<file path="config.mk">
export PLATFORM = sky130hd
export DESIGN_NAME = mem_bus_arbiter_flat
export DESIGN_NICKNAME = d
export VERILOG_FILES = /design/src/rtl/mem_arb_pkg.sv /design/src/rtl/mem_bus_arbiter_if.sv /design/src/rtl/mem_arb_fairness.sv /design/src/rtl/mem_bus_arbiter.sv /design/src/flat_wrapper.sv
export SDC_FILE = /design/constraint.sdc
export NUM_CORES = 1
export LEC_CHECK = 0
export BUFFER_PORTS_ARGS = -buffer_cell sky130_fd_sc_hd__buf_2
export CAP_MARGIN = 10
export CELL_PAD_IN_SITES_DETAIL_PLACEMENT = 1
export CELL_PAD_IN_SITES_GLOBAL_PLACEMENT = 1
export CORE_AREA = 5 5 118 120
export DETAILED_ROUTE_END_ITERATION = 16
export DIE_AREA = 0 0 123 125
export PLACE_DENSITY_LB_ADDON = 0.1
export SLEW_MARGIN = 20
export SYNTH_ARGS = -nofsm -noshare
export SYNTH_HDL_FRONTEND = slang
export SYNTH_SLANG_ARGS = --single-unit
</file>
<file path="constraint.sdc">
create_clock -name clk -period 1.9 [get_ports clk]
set_input_delay 0.19 -clock clk [delete_from_list [all_inputs] [get_ports clk]]
set_output_delay 0.19 -clock clk [all_outputs]
set_load 0.05 [all_outputs]
</file>
<file path="src/rtl/mem_arb_pkg.sv">
// Shared types and bus-width constants for the memory bus arbiter.
// Optional fetch anti-starvation is enabled by defining MEM_ARB_FAIRNESS_EN.
package mem_arb_pkg;

  localparam int unsigned MEM_ADDR_W = 32;
  localparam int unsigned MEM_DATA_W = 32;
  localparam int unsigned MEM_MASK_W = 4;

  typedef enum logic [1:0] {
    IDLE       = 2'd0,
    BUSY_INSTR = 2'd1,
    BUSY_DATA  = 2'd2
  } mem_arb_state_t;

  typedef enum logic {
    MEM_OWNER_INSTR = 1'b0,
    MEM_OWNER_DATA  = 1'b1
  } mem_owner_t;

  function automatic mem_arb_state_t busy_state(input mem_owner_t owner);
    return (owner == MEM_OWNER_DATA) ? BUSY_DATA : BUSY_INSTR;
  endfunction

endpackage

</file>
<file path="src/rtl/mem_bus_arbiter_if.sv">
// Fetch, load/store and memory-bus signals of the arbiter.
// slave: arbiter view; master: core/interconnect view.
interface mem_bus_arbiter_if;
  import mem_arb_pkg::*;

  logic                  instr_valid_in;
  logic [MEM_ADDR_W-1:0] instr_addr_in;
  logic                  instr_ready_out;
  logic [MEM_DATA_W-1:0] instr_rdata_out;

  logic                  data_valid_in;
  logic [MEM_ADDR_W-1:0] data_addr_in;
  logic                  data_write_in;
  logic [MEM_MASK_W-1:0] data_wmask_in;
  logic [MEM_DATA_W-1:0] data_wdata_in;
  logic                  data_ready_out;
  logic [MEM_DATA_W-1:0] data_rdata_out;

  logic                  mem_valid_out;
  logic [MEM_ADDR_W-1:0] mem_addr_out;
  logic                  mem_write_out;
  logic [MEM_MASK_W-1:0] mem_wmask_out;
  logic [MEM_DATA_W-1:0] mem_wdata_out;
  logic                  mem_ready_in;
  logic [MEM_DATA_W-1:0] mem_rdata_in;

  modport slave (
    input  instr_valid_in, instr_addr_in,
    output instr_ready_out, instr_rdata_out,
    input  data_valid_in, data_addr_in, data_write_in, data_wmask_in, data_wdata_in,
    output data_ready_out, data_rdata_out,
    output mem_valid_out, mem_addr_out, mem_write_out, mem_wmask_out, mem_wdata_out,
    input  mem_ready_in, mem_rdata_in
  );

  modport master (
    output instr_valid_in, instr_addr_in,
    input  instr_ready_out, instr_rdata_out,
    output data_valid_in, data_addr_in, data_write_in, data_wmask_in, data_wdata_in,
    input  data_ready_out, data_rdata_out,
    input  mem_valid_out, mem_addr_out, mem_write_out, mem_wmask_out, mem_wdata_out,
    output mem_ready_in, mem_rdata_in
  );

endinterface

</file>
<file path="src/rtl/mem_arb_fairness.sv">
// Data-streak counter: after MAX_DATA_BURST data grants with fetch waiting,
// the next contested arbitration goes to fetch. Used under MEM_ARB_FAIRNESS_EN.
module mem_arb_fairness #(
  parameter int unsigned MAX_DATA_BURST = 4
) (
  input  logic clk,
  input  logic reset,
  input  logic instr_valid_in,
  input  logic data_grant_in,
  input  logic instr_grant_in,
  output logic fetch_override_out
);

  logic [3:0] streak_q, streak_d;

  always_comb begin
    streak_d = streak_q;
    if (instr_grant_in)
      streak_d = '0;
    else if (data_grant_in && instr_valid_in)
      streak_d = streak_q + 4'd1;
  end

  always_ff @(posedge clk) begin
    if (reset) streak_q <= '0;
    else       streak_q <= streak_d;
  end

  assign fetch_override_out = (streak_q == 4'(MAX_DATA_BURST));

endmodule

</file>
<file path="src/rtl/mem_bus_arbiter.sv">
// Two-requester memory bus arbiter (fetch vs. load/store), one outstanding
// transaction, data priority. Define MEM_ARB_FAIRNESS_EN for fetch anti-starvation.
module mem_bus_arbiter
  import mem_arb_pkg::*;
#(
  parameter int unsigned MAX_DATA_BURST = 4
) (
  input logic         clk,
  input logic         reset,
  mem_bus_arbiter_if.slave bus
);

  mem_arb_state_t        state_q, state_d;
  logic                  mem_valid_q, mem_valid_d;
  logic [MEM_ADDR_W-1:0] mem_addr_q, mem_addr_d;
  logic                  mem_write_q, mem_write_d;
  logic [MEM_MASK_W-1:0] mem_wmask_q, mem_wmask_d;
  logic [MEM_DATA_W-1:0] mem_wdata_q, mem_wdata_d;

  logic grant_data, grant_instr, fetch_override;

`ifdef MEM_ARB_FAIRNESS_EN
  mem_arb_fairness #(.MAX_DATA_BURST(MAX_DATA_BURST)) u_fairness (
    .clk               (clk),
    .reset             (reset),
    .instr_valid_in    (bus.instr_valid_in),
    .data_grant_in     (grant_data),
    .instr_grant_in    (grant_instr),
    .fetch_override_out(fetch_override)
  );
`else
  localparam int unsigned unused_max_data_burst = MAX_DATA_BURST;
  assign fetch_override = 1'b0;
`endif

  // Arbitration happens only in IDLE, so every transaction costs at least two cycles.
  always_comb begin
    grant_data  = 1'b0;
    grant_instr = 1'b0;
    if (state_q == IDLE) begin
      if (bus.data_valid_in && !(bus.instr_valid_in && fetch_override))
        grant_data = 1'b1;
      else if (bus.instr_valid_in)
        grant_instr = 1'b1;
    end
  end

  always_comb begin
    state_d     = state_q;
    mem_valid_d = mem_valid_q;
    mem_addr_d  = mem_addr_q;
    mem_write_d = mem_write_q;
    mem_wmask_d = mem_wmask_q;
    mem_wdata_d = mem_wdata_q;
    unique case (state_q)
      IDLE: begin
        if (grant_data) begin
          state_d     = busy_state(MEM_OWNER_DATA);
          mem_valid_d = 1'b1;
          mem_addr_d  = bus.data_addr_in;
          mem_write_d = bus.data_write_in;
          mem_wmask_d = bus.data_write_in ? bus.data_wmask_in : '0;
          mem_wdata_d = bus.data_wdata_in;
        end else if (grant_instr) begin
          state_d     = busy_state(MEM_OWNER_INSTR);
          mem_valid_d = 1'b1;
          mem_addr_d  = bus.instr_addr_in;
          mem_write_d = 1'b0;
          mem_wmask_d = '0;
          mem_wdata_d = '0;
        end
      end
      BUSY_INSTR, BUSY_DATA: begin
        if (bus.mem_ready_in) begin
          state_d     = IDLE;
          mem_valid_d = 1'b0;
        end
      end
      default: begin
        state_d     = IDLE;
        mem_valid_d = 1'b0;
      end
    endcase
  end

  always_ff @(posedge clk) begin
    if (reset) begin
      state_q     <= IDLE;
      mem_valid_q <= 1'b0;
      mem_addr_q  <= '0;
      mem_write_q <= 1'b0;
      mem_wmask_q <= '0;
      mem_wdata_q <= '0;
    end else begin
      state_q     <= state_d;
      mem_valid_q <= mem_valid_d;
      mem_addr_q  <= mem_addr_d;
      mem_write_q <= mem_write_d;
      mem_wmask_q <= mem_wmask_d;
      mem_wdata_q <= mem_wdata_d;
    end
  end

  // A transaction abandoned by reset must not complete toward the requester.
  assign bus.instr_ready_out = !reset && (state_q == BUSY_INSTR) && bus.mem_ready_in;
  assign bus.data_ready_out  = !reset && (state_q == BUSY_DATA)  && bus.mem_ready_in;
  assign bus.instr_rdata_out = bus.mem_rdata_in;
  assign bus.data_rdata_out  = bus.mem_rdata_in;

  assign bus.mem_valid_out = mem_valid_q;
  assign bus.mem_addr_out  = mem_addr_q;
  assign bus.mem_write_out = mem_write_q;
  assign bus.mem_wmask_out = mem_wmask_q;
  assign bus.mem_wdata_out = mem_wdata_q;

endmodule
</file>
<file path="src/flat_wrapper.sv">
// flat-port wrapper written by rule: the top's interface ports become plain ports
module mem_bus_arbiter_flat import mem_arb_pkg::*;
#(
  parameter int unsigned MAX_DATA_BURST = 4
)
  (clk, reset, bus_instr_valid_in, bus_instr_addr_in, bus_instr_ready_out, bus_instr_rdata_out, bus_data_valid_in, bus_data_addr_in, bus_data_write_in, bus_data_wmask_in, bus_data_wdata_in, bus_data_ready_out, bus_data_rdata_out, bus_mem_valid_out, bus_mem_addr_out, bus_mem_write_out, bus_mem_wmask_out, bus_mem_wdata_out, bus_mem_ready_in, bus_mem_rdata_in);
  mem_bus_arbiter_if bus_i ();
  input logic clk;
  input logic reset;
  input wire logic [$bits(bus_i.instr_valid_in)-1:0] bus_instr_valid_in;
  input wire logic [$bits(bus_i.instr_addr_in)-1:0] bus_instr_addr_in;
  output wire logic [$bits(bus_i.instr_ready_out)-1:0] bus_instr_ready_out;
  output wire logic [$bits(bus_i.instr_rdata_out)-1:0] bus_instr_rdata_out;
  input wire logic [$bits(bus_i.data_valid_in)-1:0] bus_data_valid_in;
  input wire logic [$bits(bus_i.data_addr_in)-1:0] bus_data_addr_in;
  input wire logic [$bits(bus_i.data_write_in)-1:0] bus_data_write_in;
  input wire logic [$bits(bus_i.data_wmask_in)-1:0] bus_data_wmask_in;
  input wire logic [$bits(bus_i.data_wdata_in)-1:0] bus_data_wdata_in;
  output wire logic [$bits(bus_i.data_ready_out)-1:0] bus_data_ready_out;
  output wire logic [$bits(bus_i.data_rdata_out)-1:0] bus_data_rdata_out;
  output wire logic [$bits(bus_i.mem_valid_out)-1:0] bus_mem_valid_out;
  output wire logic [$bits(bus_i.mem_addr_out)-1:0] bus_mem_addr_out;
  output wire logic [$bits(bus_i.mem_write_out)-1:0] bus_mem_write_out;
  output wire logic [$bits(bus_i.mem_wmask_out)-1:0] bus_mem_wmask_out;
  output wire logic [$bits(bus_i.mem_wdata_out)-1:0] bus_mem_wdata_out;
  input wire logic [$bits(bus_i.mem_ready_in)-1:0] bus_mem_ready_in;
  input wire logic [$bits(bus_i.mem_rdata_in)-1:0] bus_mem_rdata_in;
  assign bus_i.instr_valid_in = bus_instr_valid_in;
  assign bus_i.instr_addr_in = bus_instr_addr_in;
  assign bus_instr_ready_out = bus_i.instr_ready_out;
  assign bus_instr_rdata_out = bus_i.instr_rdata_out;
  assign bus_i.data_valid_in = bus_data_valid_in;
  assign bus_i.data_addr_in = bus_data_addr_in;
  assign bus_i.data_write_in = bus_data_write_in;
  assign bus_i.data_wmask_in = bus_data_wmask_in;
  assign bus_i.data_wdata_in = bus_data_wdata_in;
  assign bus_data_ready_out = bus_i.data_ready_out;
  assign bus_data_rdata_out = bus_i.data_rdata_out;
  assign bus_mem_valid_out = bus_i.mem_valid_out;
  assign bus_mem_addr_out = bus_i.mem_addr_out;
  assign bus_mem_write_out = bus_i.mem_write_out;
  assign bus_mem_wmask_out = bus_i.mem_wmask_out;
  assign bus_mem_wdata_out = bus_i.mem_wdata_out;
  assign bus_i.mem_ready_in = bus_mem_ready_in;
  assign bus_i.mem_rdata_in = bus_mem_rdata_in;
  mem_bus_arbiter #(.MAX_DATA_BURST(MAX_DATA_BURST)) u_core (.clk(clk), .reset(reset), .bus(bus_i));
endmodule
</file>
==> results of run 1 <==
-- report_power, final --
group	internal [mW]	switching, mW
registers	1.67	0.0750
clock network	1.12	0.620
logic	0.367	0.907
-- per-stage QoR --
stage / setup slack (ns) / hold WS, ns / util, % / cells
finish: 0.3222 / 0.07076 / 31.28 / 605
global route: 0.1836 / 0.05388 / 31.28 / 605
CTS: 0.3085 / 0.05188 / 31.28 / 605
detailed placement: 0.3210 / 0.3805 / 28.89 / 590
global placement: 0.3781 / 0.3805 / 28.89 / 590
floorplan: 0.4033 / 0.3155 / - / 313
-- worst max-delay path, delay by kind of cell, from the launching register on --
kind                     cells  cell delay (ns)
adder cells (fa/ha/maj)      1             0.29
AO/OA/AOI/OAI                2             0.32
flip-flops                   1             0.36
buffers and inverters        2             0.29
AND/OR/NAND/NOR              1             0.23
-- synthesized netlist by cell type --
| library cell | n | area share (%) |
|---|---|---|
| sky130_fd_sc_hd__a21oi_1 | 2 | 0.32 |
| sky130_fd_sc_hd__nor2_4 | 1 | 0.36 |
| sky130_fd_sc_hd__inv_1 | 36 | 4.4 |
| sky130_fd_sc_hd__a221oi_1 | 1 | 0.28 |
| sky130_fd_sc_hd__nand3b_1 | 1 | 0.24 |
| sky130_fd_sc_hd__a21o_1 | 1 | 0.24 |
| sky130_fd_sc_hd__clkbuf_1 | 7 | 0.85 |
| sky130_fd_sc_hd__buf_4 | 64 | 16 |
| sky130_fd_sc_hd__a22o_1 | 33 | 9.3 |
| sky130_fd_sc_hd__dfxtp_1 | 72 | 47 |
| sky130_fd_sc_hd__nand3_1 | 1 | 0.16 |
| sky130_fd_sc_hd__nand2_1 | 1 | 0.12 |
| sky130_fd_sc_hd__o21ai_0 | 1 | 0.16 |
| sky130_fd_sc_hd__o22ai_1 | 32 | 6.5 |
| sky130_fd_sc_hd__o21ai_2 | 1 | 0.28 |
| sky130_fd_sc_hd__nand2b_1 | 3 | 0.61 |
| sky130_fd_sc_hd__nor2b_1 | 1 | 0.20 |
| sky130_fd_sc_hd__a211oi_1 | 33 | 8.0 |
| sky130_fd_sc_hd__ha_1 | 3 | 1.2 |
| sky130_fd_sc_hd__and3b_1 | 2 | 0.57 |
| sky130_fd_sc_hd__buf_6 | 3 | 1.1 |
| sky130_fd_sc_hd__a32o_1 | 4 | 1.3 |
| sky130_fd_sc_hd__buf_2 | 10 | 1.6 |
-- how the worst min path moves through the flow --
stage                                                           to
after floorplan           u_core.bus.mem_wdata_out[0]$_SDFFE_PP0P_
after global placement                      bus_data_rdata_out[28]
after detailed placement                    bus_data_rdata_out[28]
after CTS                 u_core.bus.mem_wdata_out[4]$_SDFFE_PP0P_
after global routing      u_core.bus.mem_wdata_out[4]$_SDFFE_PP0P_
final                     u_core.bus.mem_wdata_out[4]$_SDFFE_PP0P_
-- per-layer routing --
metal | share of wire [%] | up-vias | GRT usage, %
met3 | 9.9 | 13 | 4.336
met5 | 0 | - | 0
met2 | 43 | 124 | 18.49
met4 | 1.7 | 0 | 4.756
met1 | 45 | 1223 | 15.44
li1 | - | 1278 | -
-- flip-flops by register name, summed over array words and instances, names as in the netlist --
signal,count
u_core.bus.mem_addr_out,32
u_core.bus.mem_valid_out,1
u_core.bus.mem_wdata_out,32
u_core.bus.mem_wmask_out,4
u_core.bus.mem_write_out,1
u_core.state_q,2
-- cell families after synthesis --
| logic type | count (synthesis) |
|---|---|
| AOI/OAI and AO/OA | 108 |
| DFF | 72 |
| and+or+nand+nor | 10 |
| adders and majority gates | 3 |
| buffers and inverters | 120 |
-- layout make-up --
type,instances,area [sq um]
tap,176,220.2
inverter,36,135.1
multi-input combinational,121,927.1
clock inverter,2,37.54
fill,1543,8847
timing repair buffer,185,996.0
clock buffer,13,270.3
sequential,72,1441
==> results.md, run 1 <==
| Group | Quantity | Value |
|:---|:---|:---|
| logic synthesis | Xor/xnor cell area share of the yosys netlist | 0% |
| clocking | Cell at the root of the clock tree | sky130_fd_sc_hd__clkbuf_16 |
| placement | Port Buffer Count | 177 |
| logic synthesis | Synth Instances | 313 |
| detailed routing | Number of nets with antenna violations after routing | 0 |
| clocking | Post-CTS Setup Repair Bufs | 0 |
| finish | Commonest cells after routing, fill and taps aside | sky130_fd_sc_hd__buf_2 (177), sky130_fd_sc_hd__dfxtp_1 (72), sky130_fd_sc_hd__inv_1 (36), sky130_fd_sc_hd__a22o_1 (33), sky130_fd_sc_hd__a211oi_1 (33) |
| detailed routing | DR WL/cell | 16.01 um |
| critical path | Worst reg2reg setup slack | 0.32 ns |
| logic synthesis | Compound-cell area share of the yosys netlist | 26.43% |
| finish | ANT cells | 0 |
| critical path | Arr. time, crit path | 1.82 ns |
| timing | Slew headroom | 71.34% |
| timing | Final-report max-slew violation count | 0 |
| clocking | CTS-repair resized insts | 0 |
| outcome | Status | completed |
| critical path | Delay of the slowest critical-path stage | 0.36 ns |
| clocking | Clock slew at the register clock pins of the worst setup and hold paths | 0.06 ns |
| global routing | GRT Residual Overflow | 0 |
| global routing | Via count of the first global-routing pass | 2783 |
| timing | Final Cycle Share | 83.04% |
| critical path | Count of cells along the worst register-to-register path | 6 |
| critical path | Crit Path Category | flip-flop to flip-flop |
| critical path | Launch point of the worst path | u_core.state_q[0]$_SDFFE_PP0P_ |
| detailed routing | Post-route DRC violation count | 0 |
| logic synthesis | Area share of fa/ha/maj cells after synthesis | 1.214% |
| logic synthesis | Nets in the synthesized netlist | 454 |
| critical path | CP endpoint kind | flip-flop |
| critical path | Critical register-to-register path startpoint | u_core.state_q[0]$_SDFFE_PP0P_ |
| hold path | Worst hold path depth | 2 |
| logic synthesis | Share of cell area taken by muxes after synthesis | 0% |
| floorplan | Die width | 123 um |
| finish | Share of cells above drive strength 1 | 47.09% |
| detailed routing | Via-to-Cell Ratio | 4.360 |
| placement | RD Place Congestion | 0.7149 |
| clocking | Sink Count | 72 |
| finish | Fin nets | 566 |
| global routing | First-pass GRT wire length | 14.75 mm |
| finish | Most common cell after layout, fill and taps aside | sky130_fd_sc_hd__buf_2 |
| finish | Layout-stage area growth over the synthesis result | 30.27% |
| logic synthesis | Main combinational cell family by area after synthesis | compound AO/OA/AOI/OAI gates |
| critical path | Critical path startpoint category | flip-flop |
| logic synthesis | Fraction of the mapped netlist area in simple logic gates | 2.266% |
| timing | Maximum operating frequency | 0.6338 GHz |
| clocking | Longest Clk Path Bufs | 2 |
| floorplan | Die Area | 15380 sq um |
| floorplan | Rows | 42 |
| power | Overall power of the completed layout | 4.757 mW |
| logic synthesis | Mean Syn Cell Area | 9.878 sq um |
| timing | Hold Violations, Final | 0 |
| timing | Transition time at the pin with the least slew margin | 0.4299 ns |
| timing | Final critical-path required period | 1.578 ns |
| timing | Count of endpoints failing setup in the final report | 0 |
| floorplan | Area inside the core boundary | 12870 sq um |
| clocking | Number of levels the H-tree was split into | 3 |
| detailed routing | Via count of the routed design | 2638 |
| global routing | Antenna violations before repair | 0 |
| global routing | GRT Total Usage | 12.08% |
| critical path | Data required, critical path | 2.14 ns |
| logic synthesis | #FFs+latches synth | 72 |
| clocking | Clock buffers created by TritonCTS | 9 |
| detailed routing | Drt initial violations | 105 |
| critical path | Critical path cell sequence | inv_1 -> ha_1 -> nand2_1 -> buf_12 -> o22ai_1 -> a211oi_1 |
| logic synthesis | Share of synthesized area occupied by flip-flops and latches | 46.62% |
| logic synthesis | Count of yosys warnings during synthesis | 0 |
| placement | Placed instance area | 3720 sq um |
| timing | Aggregate negative setup slack | 0 ns |
| global routing | Maximum number of pins on one net before global-route repair | 38 |
| timing | Unrepaired setup endpoints after global routing | false |
| detailed routing | WL final | 9.684 mm |
| detailed routing | Length of the first detailed-routing pass in iterations | 4 |
| placement | Placed wire-length estimate after detailed placement | 7.062 mm |
| critical path | Critical path endpoint | u_core.bus.mem_addr_out[3]$_SDFFE_PP0P_ |
| critical path | Cell with the largest stage delay on the worst path | sky130_fd_sc_hd__dfxtp_1 |
| clocking | Hold Buf Count CTS | 0 |
| floorplan | Initial core utilization | 24.01% |
| logic synthesis | Synth cell types | 23 |
| hold path | Launch point of the worst hold path | bus_data_wdata_in[4] |
| clocking | Clock Latency Late Sink | 0.32 ns |
| finish | Fin area | 4028 sq um |
| clocking | TritonCTS clock tree | done |
| power | Worst voltage drop across the vdd grid | 0.3519 mV |
| hold path | Hold Path Class | primary input to flip-flop |
| floorplan | Die Y-Extent | 125 um |
| timing | Final setup skew | 0.004790 ns |
| critical path | Reg2reg end | u_core.bus.mem_addr_out[3]$_SDFFE_PP0P_ |
| floorplan | Number of top-level pins | 274 |
| logic synthesis | Post-Syn Area | 3092 sq um |
| power | Power density normalized to cell area | 1181 nW/um^2 |
| critical path | Max FO, Critical Path | 24 |
| power | Total leakage power | 1.957 nW |
| job | Number of max-cap violations | 0 |
Note: power is estimated with default switching activity, not from simulation.
==> run 2, diff against run 1 <==
--- a/config.mk
+++ b/config.mk
@@ -9,9 +9,9 @@
 export CAP_MARGIN = 10
 export CELL_PAD_IN_SITES_DETAIL_PLACEMENT = 1
 export CELL_PAD_IN_SITES_GLOBAL_PLACEMENT = 1
-export CORE_AREA = 5 5 118 120
+export CORE_AREA = 5 5 122 124
 export DETAILED_ROUTE_END_ITERATION = 16
-export DIE_AREA = 0 0 123 125
+export DIE_AREA = 0 0 127 129
 export PLACE_DENSITY_LB_ADDON = 0.1
 export SLEW_MARGIN = 20
 export SYNTH_ARGS = -nofsm -noshare
==> constraint.sdc (replaced) <==
create_clock -name clk -period 1.3 [get_ports clk]
set_input_delay 0.13 -clock clk [delete_from_list [all_inputs] [get_ports clk]]
set_output_delay 0.13 -clock clk [all_outputs]
set_load 0.05 [all_outputs]
==> run 2 against run 1 <==
  * The flow now finishes with violations (setup timing)
  * Non-clock buffer count up 50
  * Sequential cell count unchanged
  * Sequential share of layout area down 7.5 points
  * Worst setup slack worse by 0.49 ns
  * Cell count up 9.3%
  * Critical path depth up 2
  * Fmax up 7.5%
  * Clock skew down 0.00077 ns
  * Final area up 27%
==> results.md, run 2 (synthesis results as in run 1) <==
| Group | Quantity | Value | vs previous |
|:---|:---|:---|:---|
| outcome | Status | complete, but fails checks |  |
| outcome | Failing checks | setup timing |  |
| job | Number of max-cap violations | 0 | unchanged |
| finish | Commonest cells after routing, fill and taps aside | sky130_fd_sc_hd__buf_2 (175), sky130_fd_sc_hd__dfxtp_1 (70), sky130_fd_sc_hd__inv_1 (34), sky130_fd_sc_hd__a22o_1 (33), sky130_fd_sc_hd__a211oi_2 (19) |  |
| timing | Final Cycle Share | 112.9% | +30 points |
| placement | Placed wire-length estimate after detailed placement | 7.355 mm | +4.1% |
| power | Total leakage power | 2.353 nW | +20% |
| power | Power density normalized to cell area | 1526 nW/um^2 | +29% |
| power | Overall power of the completed layout | 7.798 mW | +64% |
| critical path | Data required, critical path | 1.51 ns | -0.63 ns |
| floorplan | Die width | 127 um | +3.3% |
| clocking | Clock slew at the register clock pins of the worst setup and hold paths | 0.06 ns | about the same |
| hold path | Hold Path Class | primary input to flip-flop |  |
| detailed routing | Via-to-Cell Ratio | 4.345 | -0.35% |
| critical path | Reg2reg end | u_core.bus.mem_addr_out[20]$_SDFFE_PP0P_ |  |
| floorplan | Die Y-Extent | 129 um | +3.2% |
| critical path | CP endpoint kind | flip-flop |  |
| clocking | TritonCTS clock tree | done |  |
| critical path | Count of cells along the worst register-to-register path | 8 | +2 |
| detailed routing | Number of nets with antenna violations after routing | 0 | unchanged |
| finish | Final standard cell count with taps included and fillers excluded | 661 | +9.3% |
| critical path | Max FO, Critical Path | 6 | -75% |
| power | Worst voltage drop across the vdd grid | 0.5759 mV | +64% |
| global routing | Antenna violations before repair | 0 | unchanged |
| detailed routing | Post-route DRC violation count | 0 | unchanged |
| clocking | Sink Count | 72 | unchanged |
| detailed routing | WL final | 11.54 mm | +19% |
| critical path | Cell with the largest stage delay on the worst path | sky130_fd_sc_hd__dfxtp_2 |  |
| critical path | Critical register-to-register path startpoint | u_core.state_q[0]$_SDFFE_PP0P_ |  |
| timing | Maximum operating frequency | 0.6812 GHz | +7.5% |
| finish | ANT cells | 0 | unchanged |
| finish | Filler Cell Count | 1569 | +1.7% |
| detailed routing | Length of the first detailed-routing pass in iterations | 4 | unchanged |
| clocking | Cell at the root of the clock tree | sky130_fd_sc_hd__clkbuf_16 |  |
| clocking | Clock buffers created by TritonCTS | 9 | unchanged |
| timing | Final WS setup | -0.1681 ns | -0.4903 ns |
| detailed routing | Via count of the routed design | 2872 | +8.9% |
| global routing | Met1 track demand over resource in global routing | 16.83% | +1.4 points |
| critical path | Arr. time, crit path | 1.67 ns | -0.15 ns |
| timing | Aggregate negative setup slack | -8.762 ns | -8.762 ns |
| critical path | Crit Path Category | flip-flop to flip-flop |  |
| finish | Layout-stage area growth over the synthesis result | 65.28% |  |
| clocking | Clock Latency Late Sink | 0.33 ns | about the same |
| timing | Final critical-path required period | 1.468 ns | -0.1097 ns |
| finish | Most common cell after layout, fill and taps aside | sky130_fd_sc_hd__buf_2 |  |
| detailed routing | Drt initial violations | 67 | -36% |
| placement | Post-Place Cells | 600 | +1.7% |
| floorplan | Initial core utilization | 22.62% | -1.4 points |
| timing | Count of endpoints failing setup in the final report | 71 | +71 |
| critical path | Critical path cell sequence | inv_2 -> ha_4 -> buf_6 -> nand3b_1 -> buf_6 -> clkbuf_16 -> o22ai_2 -> a211oi_2 |  |
| global routing | Gr busiest metal | met2 |  |
| timing | Final-report max-slew violation count | 0 | unchanged |
| global routing | Maximum number of pins on one net before global-route repair | 23 | -39% |
| global routing | GRT Residual Overflow | 0 | unchanged |
| floorplan | Number of top-level pins | 274 | unchanged |
| global routing | GRT Total Usage | 13.23% | +1.2 points |
| floorplan | Area inside the core boundary | 13670 sq um | +6.1% |
| critical path | Critical path startpoint category | flip-flop |  |
| timing | Slew headroom | 78.17% | +6.8 points |
| timing | Hold Violations, Final | 0 | unchanged |
| clocking | Longest Clk Path Bufs | 2 | unchanged |
| timing | Transition time at the pin with the least slew margin | 0.3275 ns | -0.1023 ns |
| floorplan | Die Area | 16380 sq um | +6.6% |
| placement | Port Buffer Count | 177 | unchanged |
| timing | Unrepaired setup endpoints after global routing | true |  |
| floorplan | Rows | 43 | +2.4% |
| placement | RD Place Congestion | 0.7234 | +1.2% |
| critical path | Worst reg2reg setup slack | -0.17 ns | -0.49 ns |
| global routing | Via count of the first global-routing pass | 3057 | +9.8% |
| hold path | Worst hold path depth | 2 | unchanged |
| global routing | Met3 demand-to-capacity share in global routing | 3.653% | -0.68 points |
| finish | Share of cells above drive strength 1 | 59.88% | +13 points |
| timing | Final setup skew | 0.004016 ns | -0.0007743 ns |
| global routing | First-pass GRT wire length | 16.85 mm | +14% |
| hold path | Launch point of the worst hold path | bus_data_wdata_in[31] |  |
| critical path | Most common cell type on the critical path | sky130_fd_sc_hd__buf_6 |  |
| critical path | Delay of the slowest critical-path stage | 0.32 ns | -0.04 ns |
| global routing | Met2 GRT Util | 21.45% | +3.0 points |
| finish | Fin nets | 617 | +9.0% |
| detailed routing | DR WL/cell | 17.46 um | +9.1% |
| hold path | Worst Hold Path EP | u_core.bus.mem_wdata_out[31]$_SDFFE_PP0P_ |  |
| clocking | Number of levels the H-tree was split into | 3 | unchanged |
==> run 2: worst max-delay path: cells and delay by family (launching register included) <==
kind	cells	cell delay (ns)
buf+inv	4	0.54
fa+ha+maj	1	0.14
compound gates	2	0.19
simple gates	1	0.17
flops	1	0.32
==> run 2: worst max path at each step <==
stage,start,end,slack [ns],depth (start not counted)
after floorplan,u_core.state_q[1]$_SDFFE_PP0P_,u_core.bus.mem_wdata_out[0]$_SDFFE_PP0P_,-0.06,7
after global placement,u_core.state_q[1]$_SDFFE_PP0P_,u_core.bus.mem_wmask_out[1]$_SDFFE_PP0P_,-0.31,5
after detailed placement,u_core.state_q[1]$_SDFFE_PP0P_,u_core.bus.mem_wmask_out[0]$_SDFFE_PP0P_,-0.35,5
after CTS,u_core.state_q[1]$_SDFFE_PP0P_,u_core.bus.mem_wdata_out[26]$_SDFFE_PP0P_,-0.18,8
after global routing,u_core.state_q[1]$_SDFFE_PP0P_,u_core.bus.mem_addr_out[1]$_SDFFE_PP0P_,-0.24,8
final,u_core.state_q[0]$_SDFFE_PP0P_,u_core.bus.mem_addr_out[20]$_SDFFE_PP0P_,-0.17,8
==> run 2: report_power, final <==
group	total, mW	switching (mW)	internal (mW)
registers	2.56	0.115	2.44
clock network	2.70	0.966	1.73
logic	2.54	1.58	0.969
total	7.80	2.66	5.14
==> run 2: cell type report <==
type	instances	area, sq um	area share, %
Tap cell	180	225.2	4.407
Multi-Input combinational cell	122	1305	25.54
Clock inverter	5	80.08	1.567
Sequential cell	72	1444	28.26
Clock buffer	11	242.7	4.750
Inverter	36	137.6	2.693
Timing Repair Buffer	235	1675	32.79
==> run 2: routing by layer <==
metal  vias up  part of all wire, %
li1       1388                    -
met1      1345                   45
met2       122                   47
met3        17                  7.1
met4         0                  1.4
met5         -                    0
==> run 2: what timing repair did <==
| item | CTS | global route |
|---|---|---|
| gates resized for setup | 44 | 45 |
| cloned | 10 | 3 |
| hold buffers | 18 | 0 |
| pin swaps | 37 | 42 |
| hold endpoints to repair | 18 | 0 |
| endpoints found under the setup margin | 72 | 73 |
| buffers inserted | 14 | 1 |
==> run 2: stage by stage <==
| step | worst slack [ns] | hold WS (ns) | util (%) | instance area, sq um |
|---|---|---|---|---|
| 2_1_floorplan | -0.05668 | 0.2555 | - | 3115 |
| 3_3_place_gp | -0.3145 | 0.2605 | 27.56 | 3766 |
| 3_5_place_dp | -0.3498 | 0.2605 | 27.56 | 3766 |
| 4_1_cts | -0.1828 | 0.0003371 | 35.15 | 4803 |
| 5_1_grt | -0.2386 | 0.004001 | 37.39 | 5110 |
| 6_report | -0.1681 | 0.01468 | 37.39 | 5110 |
